### src/rtl/servo_slew_latch.sv
// Captures packed servo positions on a synchronised trigger edge and drives them to the PWM
// generators, either directly or rate-limited toward the latched target on prescaled slew ticks.
module servo_slew_latch #(
    parameter int NUM_SERVOS  = 1,
    parameter int WIDTH       = 8,
    parameter int DEFAULT_POS = 127,
    parameter int MAX_STEP    = 4,
    parameter int TICK_DIV    = 1000
) (
    input  logic                        clk,
    input  logic                        rst,
    input  logic                        trigger,
    input  logic [WIDTH*NUM_SERVOS-1:0] pos_buffer,
    input  logic                        slew_en,
    output logic [WIDTH*NUM_SERVOS-1:0] target_buffer,
    output logic [WIDTH*NUM_SERVOS-1:0] output_buffer,
    output logic                        settled
);

    localparam int CNT_W = (TICK_DIV > 1) ? $clog2(TICK_DIV) : 1;
    localparam logic [CNT_W-1:0] CNT_MAX = CNT_W'(TICK_DIV - 1);
    localparam logic [WIDTH-1:0] STEP    = WIDTH'(MAX_STEP);
    localparam logic [WIDTH-1:0] PARK_CH = WIDTH'(DEFAULT_POS);
    localparam logic [WIDTH*NUM_SERVOS-1:0] PARK = {NUM_SERVOS{PARK_CH}};

    logic                        s1_q, s2_q, s3_q;
    logic [CNT_W-1:0]            cnt_q, cnt_d;
    logic [WIDTH*NUM_SERVOS-1:0] tgt_q, tgt_d;
    logic [WIDTH*NUM_SERVOS-1:0] out_q, out_d;
    logic                        latch;
    logic                        tick;

    // s3 remembers the previous synchronised level so a held-high trigger latches only once.
    assign latch = s2_q & ~s3_q;
    assign tick  = (cnt_q == CNT_MAX);
    assign cnt_d = tick ? '0 : cnt_q + CNT_W'(1);
    assign tgt_d = latch ? pos_buffer : tgt_q;

    for (genvar g = 0; g < NUM_SERVOS; g++) begin : g_ch
        logic [WIDTH-1:0] tgt, cur, gap_up, gap_dn, step_up, step_dn, nxt;

        assign tgt     = tgt_q[g*WIDTH +: WIDTH];
        assign cur     = out_q[g*WIDTH +: WIDTH];
        // Gaps are only used on the side where they cannot underflow.
        assign gap_up  = tgt - cur;
        assign gap_dn  = cur - tgt;
        assign step_up = (gap_up > STEP) ? STEP : gap_up;
        assign step_dn = (gap_dn > STEP) ? STEP : gap_dn;

        always_comb begin
            nxt = cur;
            if (!slew_en) begin
                nxt = latch ? pos_buffer[g*WIDTH +: WIDTH] : tgt;
            end else if (tick) begin
                if (cur < tgt) begin
                    nxt = cur + step_up;
                end else if (cur > tgt) begin
                    nxt = cur - step_dn;
                end
            end
        end

        assign out_d[g*WIDTH +: WIDTH] = nxt;
    end

    always_ff @(posedge clk) begin
        if (rst) begin
            s1_q  <= 1'b0;
            s2_q  <= 1'b0;
            s3_q  <= 1'b0;
            cnt_q <= '0;
            tgt_q <= PARK;
            out_q <= PARK;
        end else begin
            s1_q  <= trigger;
            s2_q  <= s1_q;
            s3_q  <= s2_q;
            cnt_q <= cnt_d;
            tgt_q <= tgt_d;
            out_q <= out_d;
        end
    end

    assign target_buffer = tgt_q;
    assign output_buffer = out_q;
    assign settled       = (out_q == tgt_q);

endmodule

### config.mk
export PLATFORM = sky130hd
export DESIGN_NAME = servo_slew_latch
export DESIGN_NICKNAME = d
export VERILOG_FILES = /design/src/rtl/servo_slew_latch.sv
export SDC_FILE = /design/constraint.sdc
export NUM_CORES = 1
export LEC_CHECK = 0
export CAP_MARGIN = 20
export CELL_PAD_IN_SITES_DETAIL_PLACEMENT = 1
export CELL_PAD_IN_SITES_GLOBAL_PLACEMENT = 1
export CORE_MARGIN = 4
export CORE_UTILIZATION = 45
export DETAILED_ROUTE_END_ITERATION = 10
export PLACE_DENSITY = 0.9
export SYNTH_ARGS = -nofsm -noshare
export SYNTH_HDL_FRONTEND = slang
export SYNTH_SLANG_ARGS = --single-unit
export TNS_END_PERCENT = 20
### constraint.sdc
create_clock -name clk -period 7.4 [get_ports clk]
set_input_delay 1.11 -clock clk [delete_from_list [all_inputs] [get_ports clk]]
set_output_delay 1.11 -clock clk [all_outputs]
set_load 0.01 [all_outputs]
==> results of run 1 <==
-- layout make-up --
| cell class | count | area (um^2) | area share (%) |
|---|---|---|---|
| inverters | 27 | 101.3 | 3.801 |
| repair buffers | 28 | 280.3 | 10.51 |
| flip-flops and latches | 29 | 580.6 | 21.77 |
| multi-input cells | 206 | 1534 | 57.53 |
| well taps | 67 | 83.83 | 3.144 |
| clock inverters | 3 | 17.52 | 0.6570 |
| clock buffers | 5 | 68.82 | 2.581 |
-- final timing paths --
kind,start,to,cells after the start
min reg2reg,cnt_q[0],cnt_q[0],1
min,cnt_q[0],cnt_q[0],1
max reg2reg,target_buffer[2],output_buffer[7],17
max,target_buffer[2],output_buffer[7],17
-- through the flow --
step,setup WS (ns),util (%)
floorplan,3.212,-
global placement,2.952,53.91
detailed placement,2.804,53.91
CTS,2.803,55.71
global route,2.458,55.71
finish,2.781,55.71
-- power groups by stage --
stage | Combinational, mW | Clock [mW] | Sequential [mW]
after global placement | 0.190 | 0 | 0.173
final | 0.199 | 0.127 | 0.170
after detailed placement | 0.196 | 0 | 0.173
after floorplan | 0.146 | 0 | 0.173
after CTS | 0.199 | 0.131 | 0.170
after global routing | 0.221 | 0.137 | 0.171
-- sequential cells by signal, indices dropped and copies added, names as in the netlist --
| signal | flops |
|---|---|
| cnt_q | 10 |
| output_buffer | 8 |
| target_buffer | 8 |
| s1_q | 1 |
| s2_q | 1 |
| s3_q | 1 |
-- cells in the final DEF, fill, tap and decap left out, drive strengths merged, types with 2 or more instances in the layout --
cell type / instances
or2: 4
a211oi: 3
a21oi: 17
nor2b: 6
a221o: 5
nand2b: 5
mux2i: 9
or3: 2
clkinv: 2
ha: 24
dfxtp: 29
nor2: 27
inv: 27
nand2: 17
o21ai: 19
nor4: 3
clkdlybuf4s50: 28
xnor2: 14
o22a: 2
xor2: 9
and3: 2
nor3: 4
nand3: 8
clkbuf: 5
fa: 3
o2111a: 2
o211ai: 2
a21o: 2
o22ai: 2
nand4: 3
-- worst register-to-register path, cell delays in order (launching register included) --
cell	delay (ns)
dfxtp_1	0.41
inv_1	0.07
ha_1	0.45
nor2_1	0.13
a211oi_1	0.31
o21ai_1	0.11
a21oi_1	0.19
o211ai_2	0.22
or2_2	0.35
ha_1	0.31
a22oi_1	0.17
ha_1	0.25
a21oi_1	0.21
o211ai_1	0.15
o41ai_1	0.32
xnor2_1	0.21
nor4_1	0.08
or4_1	0.52
-- cells by family (layout without fill, tap and decap cells) --
logic type / after synthesis / count (layout) / synth area share [%]
AOI/OAI and AO/OA: 64 / 64 / 21.33
DFF: 29 / 29 / 25.71
muxes: 9 / 9 / 3.989
and+or+nand+nor: 83 / 83 / 17.73
buffers and inverters: 36 / 63 / 6.371
adders and majority gates: 27 / 27 / 15.96
xor gates and xnor gates: 23 / 23 / 8.920
-- metal layers --
metal  vias up  global-route usage (%)  part of all wire, %
met5         -                       0                    0
met4         0                   8.763                  2.1
met3        16                   3.968                  2.8
met2        36                   39.05                   52
met1      1019                   26.19                   43
li1        995                       -                    -
==> flow_summary.yaml, run 1 <==
clocking:
  cts-buffers-inserted: 5
  clock-root-buffer: "clkbuf_8"
  cts_tree: "yes"
  cts_resized: 0
  clock_latency_ns: 0.28
  cts_setup_buffers: 0
  htree_num_levels: 2
  ctsHoldBuffers: 0
  cts_sinks: 29
  clkSlewWorstSetupHoldPaths_ns: 0.07
  clockBufferDepth: 2
synthesis:
  synth-seq-cells: 29
  syn_nets: 310
  ys_seq_area_share_pct: 25.71
  synth.most_common_cell: "dfxtp_1"
  async_flop_share_pct: 0
  synthTopCellsByArea: "dfxtp_1, ha_1, xnor2_1"
  synth_top_area_share_pct: 25.71
  synth_warnings: 0
  synth-edff-count: 0
  ys.flop_type: "dfxtp_1"
  syn_inst: 271
  post-synth-top-area-cell: "dfxtp_1"
  ys_types: 49
  avgSynthCellArea_um2: 8.334
  syn_area_um2: 2258
  synth_commonest_cells: "dfxtp_1, nor2_1, inv_1"
floorplan:
  die_h_um: 78.84
  dieWidth_um: 78.84
  rows: 25
  io-pin-count: 29
  coreArea_um2: 4786
  design.die.area_um2: 6216
  initial_core_util_pct: 47.19
setup_path:
  endpoint_kind: "flip-flop"
  cp_data_arrival_time_ns: 4.78
  critPathMostFrequentCell: "ha_1"
  crit_path_cell_trace: "inv_1, ha_1, nor2_1, a211oi_1, o21ai_1, a21oi_1, o211ai_2, or2_2, ha_1, a22oi_1, ha_1, a21oi_1, o211ai_1, o41ai_1, xnor2_1, nor4_1, or4_1"
  cp_top_family: "compound AO/OA/AOI/OAI gates"
  cpMaxStageDelayCell: "or4_1"
  required_ns: 7.56
  crit_fanout: 10
  crit_path_max_incr_delay_ns: 0.52
  start_kind: "flip-flop"
  path_class: "reg -> reg"
  rrSetupSlack_ns: 2.78
  crit_buf_inv: 1
sta:
  whs_ns: 0.4529
  tightest_slew_ns: 0.7064
  final-hold-violation-count: 0
  period_share_pct: 62.42
  finClkSkew_ns: 0.005431
  tns_ns: 0
  max_freq_mhz: 216.5
  rsz0062_at_grt: "false"
  finalMaxSlewViolations: 0
  setup_viol: 0
  fin_crit_ns: 4.619
  slew_headroom_pct: 52.47
global_routing:
  gr-total-overflow: 0
  grt_usage_pct: 22.01
  grt_pass1_wl_mm: 10.88
  antenna_found_initial: 0
  first_global_vias: 2275
  grt_max_degree: 16
place:
  gp_congestion: 0.8966
  place_area_um2: 2580
  port_buffers: 28
  hpwl_mm: 5.135
  dp_cells: 357
pwr:
  combPwrFrac_pct: 40.2
  leakage_nw: 1.189
  seqPwrFrac_pct: 34.3
  ir_drop_uv: 141.0
  p_sw_share_pct: 36.26
  powerDensity_nw_per_um2: 185.9
  p_clk_share_pct: 25.6
  fin_total_pwr_mw: 0.4957
  p_switching_mw: 0.1797
  intPower_mw: 0.3159
route:
  routed_wl_mm: 6.319
  via_per_inst: 5.660
  via_count: 2066
  wl_per_cell_um: 17.31
  firstDrtPassIters: 4
  route.detailed.drc: 0
  drtIter0Drc: 89
  final_antenna_net_count: 0
cells_and_area:
  layout-drive-gt1-share_pct: 9.060
  diodes: 0
  layout.filler_cells: 593
  final_cell_area_um2: 2666
  fin_cells: 365
  finalNetCount: 336
  syn2layout_area_growth_pct: 18.06
status:
  status: "finished, final reports clean"
hold_path:
  hp-class: "reg -> reg"
job:
  drv_cap: 0
No activity file was read; power rests on OpenSTA's default activity.
==> run 2, diff against run 1 <==
--- a/config.mk
+++ b/config.mk
@@ -9,9 +9,9 @@
 export CELL_PAD_IN_SITES_DETAIL_PLACEMENT = 1
 export CELL_PAD_IN_SITES_GLOBAL_PLACEMENT = 1
 export CORE_MARGIN = 4
-export CORE_UTILIZATION = 45
+export CORE_UTILIZATION = 42
 export DETAILED_ROUTE_END_ITERATION = 10
-export PLACE_DENSITY = 0.9
+export PLACE_DENSITY = 0.85
 export SYNTH_ARGS = -nofsm -noshare
 export SYNTH_HDL_FRONTEND = slang
 export SYNTH_SLANG_ARGS = --single-unit
==> constraint.sdc (replaced) <==
create_clock -name clk -period 4.6 [get_ports clk]
set_input_delay 0.69 -clock clk [delete_from_list [all_inputs] [get_ports clk]]
set_output_delay 0.69 -clock clk [all_outputs]
set_load 0.01 [all_outputs]
==> flow_summary.yaml, run 2 (synthesized netlist as in run 1, its figures left out) <==
global_routing:
  antenna_found_initial: 0
  grt_pass1_wl_mm: 10.36
  grt_max_degree: 16
  gr-total-overflow: 0
  grt_usage_pct: 20.36
  first_global_vias: 2191
cells_and_area:
  top_register: "cnt_q"
  fin_cells: 372
  register_area_um2: 584.3
  layout-drive-gt1-share_pct: 15.56
  multiInputGateArea_um2: 1622
  final_cell_mix: "clkdlybuf4s50_1, nor2_1, dfxtp_1"
  layout.filler_cells: 612
  diodes: 0
  largest_reg_flops: 10
  finalNetCount: 340
  syn2layout_area_growth_pct: 24.93
  layout_commonest_cell: "clkdlybuf4s50_1"
floorplan:
  die_h_um: 81.33
  io-pin-count: 29
  design.die.area_um2: 6615
  dieWidth_um: 81.33
  rows: 26
  coreArea_um2: 5172
  initial_core_util_pct: 43.66
place:
  gp_congestion: 0.8488
  dp_cells: 362
  port_buffers: 28
  hpwl_mm: 4.862
route:
  via_per_inst: 5.462
  final_antenna_net_count: 0
  via_count: 2032
  route.detailed.drc: 0
  firstDrtPassIters: 4
  drtIter0Drc: 72
  wl_per_cell_um: 17.10
  routed_wl_mm: 6.361
sta:
  slew_headroom_pct: 58.42
  finalMaxSlewViolations: 0
  setup_viol: 0
  finClkSkew_ns: 0.007431
  tightest_slew_ns: 0.6225
  tns_ns: 0
  max_freq_mhz: 223.9
  final-hold-violation-count: 0
  fin_crit_ns: 4.467
  whs_ns: 0.4388
  period_share_pct: 97.10
clocking:
  cts_sinks: 29
  clock_latency_ns: 0.29
  htree_num_levels: 2
  clkSlewWorstSetupHoldPaths_ns: 0.07
  clockBufferDepth: 2
  cts_tree: "yes"
  ctsHoldBuffers: 0
  cts-buffers-inserted: 5
  clock-root-buffer: "clkbuf_8"
setup_path:
  reg2reg_to: "output_buffer[7]"
  crit-reg2reg-launch: "target_buffer[3]"
  crit_fanout: 8
  r2r_cells: 18
  start_kind: "flip-flop"
  endpoint_kind: "flip-flop"
  crit_start: "target_buffer[3]"
  rrSetupSlack_ns: 0.13
  path_class: "reg -> reg"
  crit_end: "output_buffer[7]"
  required_ns: 4.75
  cp_data_arrival_time_ns: 4.62
pwr:
  leakage_nw: 1.222
  ir_drop_uv: 200.3
  powerDensity_nw_per_um2: 319.1
status:
  status: "finished, final reports clean"
job:
  drv_cap: 0
hold_path:
  hp-class: "reg -> reg"
run 2: changes by cell type in the layout (fill, tap and decap cells not counted), moves of 2 or more:
cell,previous run,this run
ha_1,24,19
dfxtp_1,29,26
a21oi_2,1,3
a211oi_1,3,1
ha_4,0,3
clkinv_2,2,0
buf_4,0,4
a211oi_2,0,2
a21oi_1,16,14
ha_2,0,2
dfxtp_2,0,3
run 2: layout make-up:
class / instances / share of cell area, %
multi-input combinational: 206 / 57.47
sequential: 29 / 20.71
timing repair buffer: 32 / 11.00
inverter: 27 / 3.592
tap: 70 / 3.104
clock buffer: 7 / 3.060
clock inverter: 1 / 1.064
run 2: worst min-delay path by stage:
stage	start	slack, ns	depth (start not counted)	end
after floorplan	s1_q	0.41	1	s2_q
after detailed placement	s1_q	0.43	1	s2_q
final	s1_q	0.44	1	s2_q
after CTS	s1_q	0.44	1	s2_q
after global routing	s1_q	0.46	1	s2_q
after global placement	s1_q	0.42	1	s2_q
run 2: critical path, stage by stage (launching register included):
cell      delay [ns]
dfxtp_1         0.39
inv_1           0.10
ha_4            0.32
nand4_1         0.16
a211oi_2        0.33
nor3_2          0.10
xor2_1          0.23
o211ai_4        0.15
or2_2           0.30
ha_1            0.23
xnor2_1         0.20
o22ai_1         0.12
ha_1            0.35
nand3_1         0.09
o211ai_1        0.27
o41ai_2         0.10
xnor2_1         0.28
nor4_1          0.09
or4_1           0.53
run 2: where the power goes:
| group | internal, mW | total [mW] | switching, mW |
|---|---|---|---|
| clock | 0.176 | 0.274 | 0.0981 |
| combinational | 0.161 | 0.352 | 0.192 |
| sequential | 0.261 | 0.274 | 0.0123 |
run 2: timing repair:
action | in CTS | in global routing
pin swaps | 1 | 4
resized for setup | 1 | 20
setup buffers | 1 | 1
setup endpoints to repair | 1 | 2
run 2: stage by stage:
step	cell area, um^2	power [mW]	utilization [%]	worst slack, ns
3_3_place_gp	2599	0.5878	50.24	-0.02154
5_1_grt	2821	0.9533	54.55	-0.07412
4_1_cts	2728	0.8765	52.73	0.01788
6_report	2821	0.9003	54.55	0.1332
3_5_place_dp	2599	0.5963	50.24	-0.08188
2_1_floorplan	2258	0.5130	-	0.4118
run 2: metal layers:
metal / track usage (%) / up-vias / wire [um] / share of wire (%)
li1: - / 999 / - / -
met1: 23.77 / 1008 / 2863 / 45
met2: 37.62 / 17 / 3275 / 51
met3: 3.215 / 8 / 127 / 2.0
met4: 6.250 / 0 / 95 / 1.5
met5: 0 / - / 0 / 0
==> run 3, diff against run 2 <==
--- a/config.mk
+++ b/config.mk
@@ -5,13 +5,13 @@
 export SDC_FILE = /design/constraint.sdc
 export NUM_CORES = 1
 export LEC_CHECK = 0
-export CAP_MARGIN = 20
 export CELL_PAD_IN_SITES_DETAIL_PLACEMENT = 1
 export CELL_PAD_IN_SITES_GLOBAL_PLACEMENT = 1
 export CORE_MARGIN = 4
 export CORE_UTILIZATION = 42
 export DETAILED_ROUTE_END_ITERATION = 10
 export PLACE_DENSITY = 0.85
+export SKIP_LAST_GASP = 1
 export SYNTH_ARGS = -nofsm -noshare
 export SYNTH_HDL_FRONTEND = slang
 export SYNTH_SLANG_ARGS = --single-unit
==> results of run 3 <==
The final DEF is identical to that of run 2; final timing and power are the same.
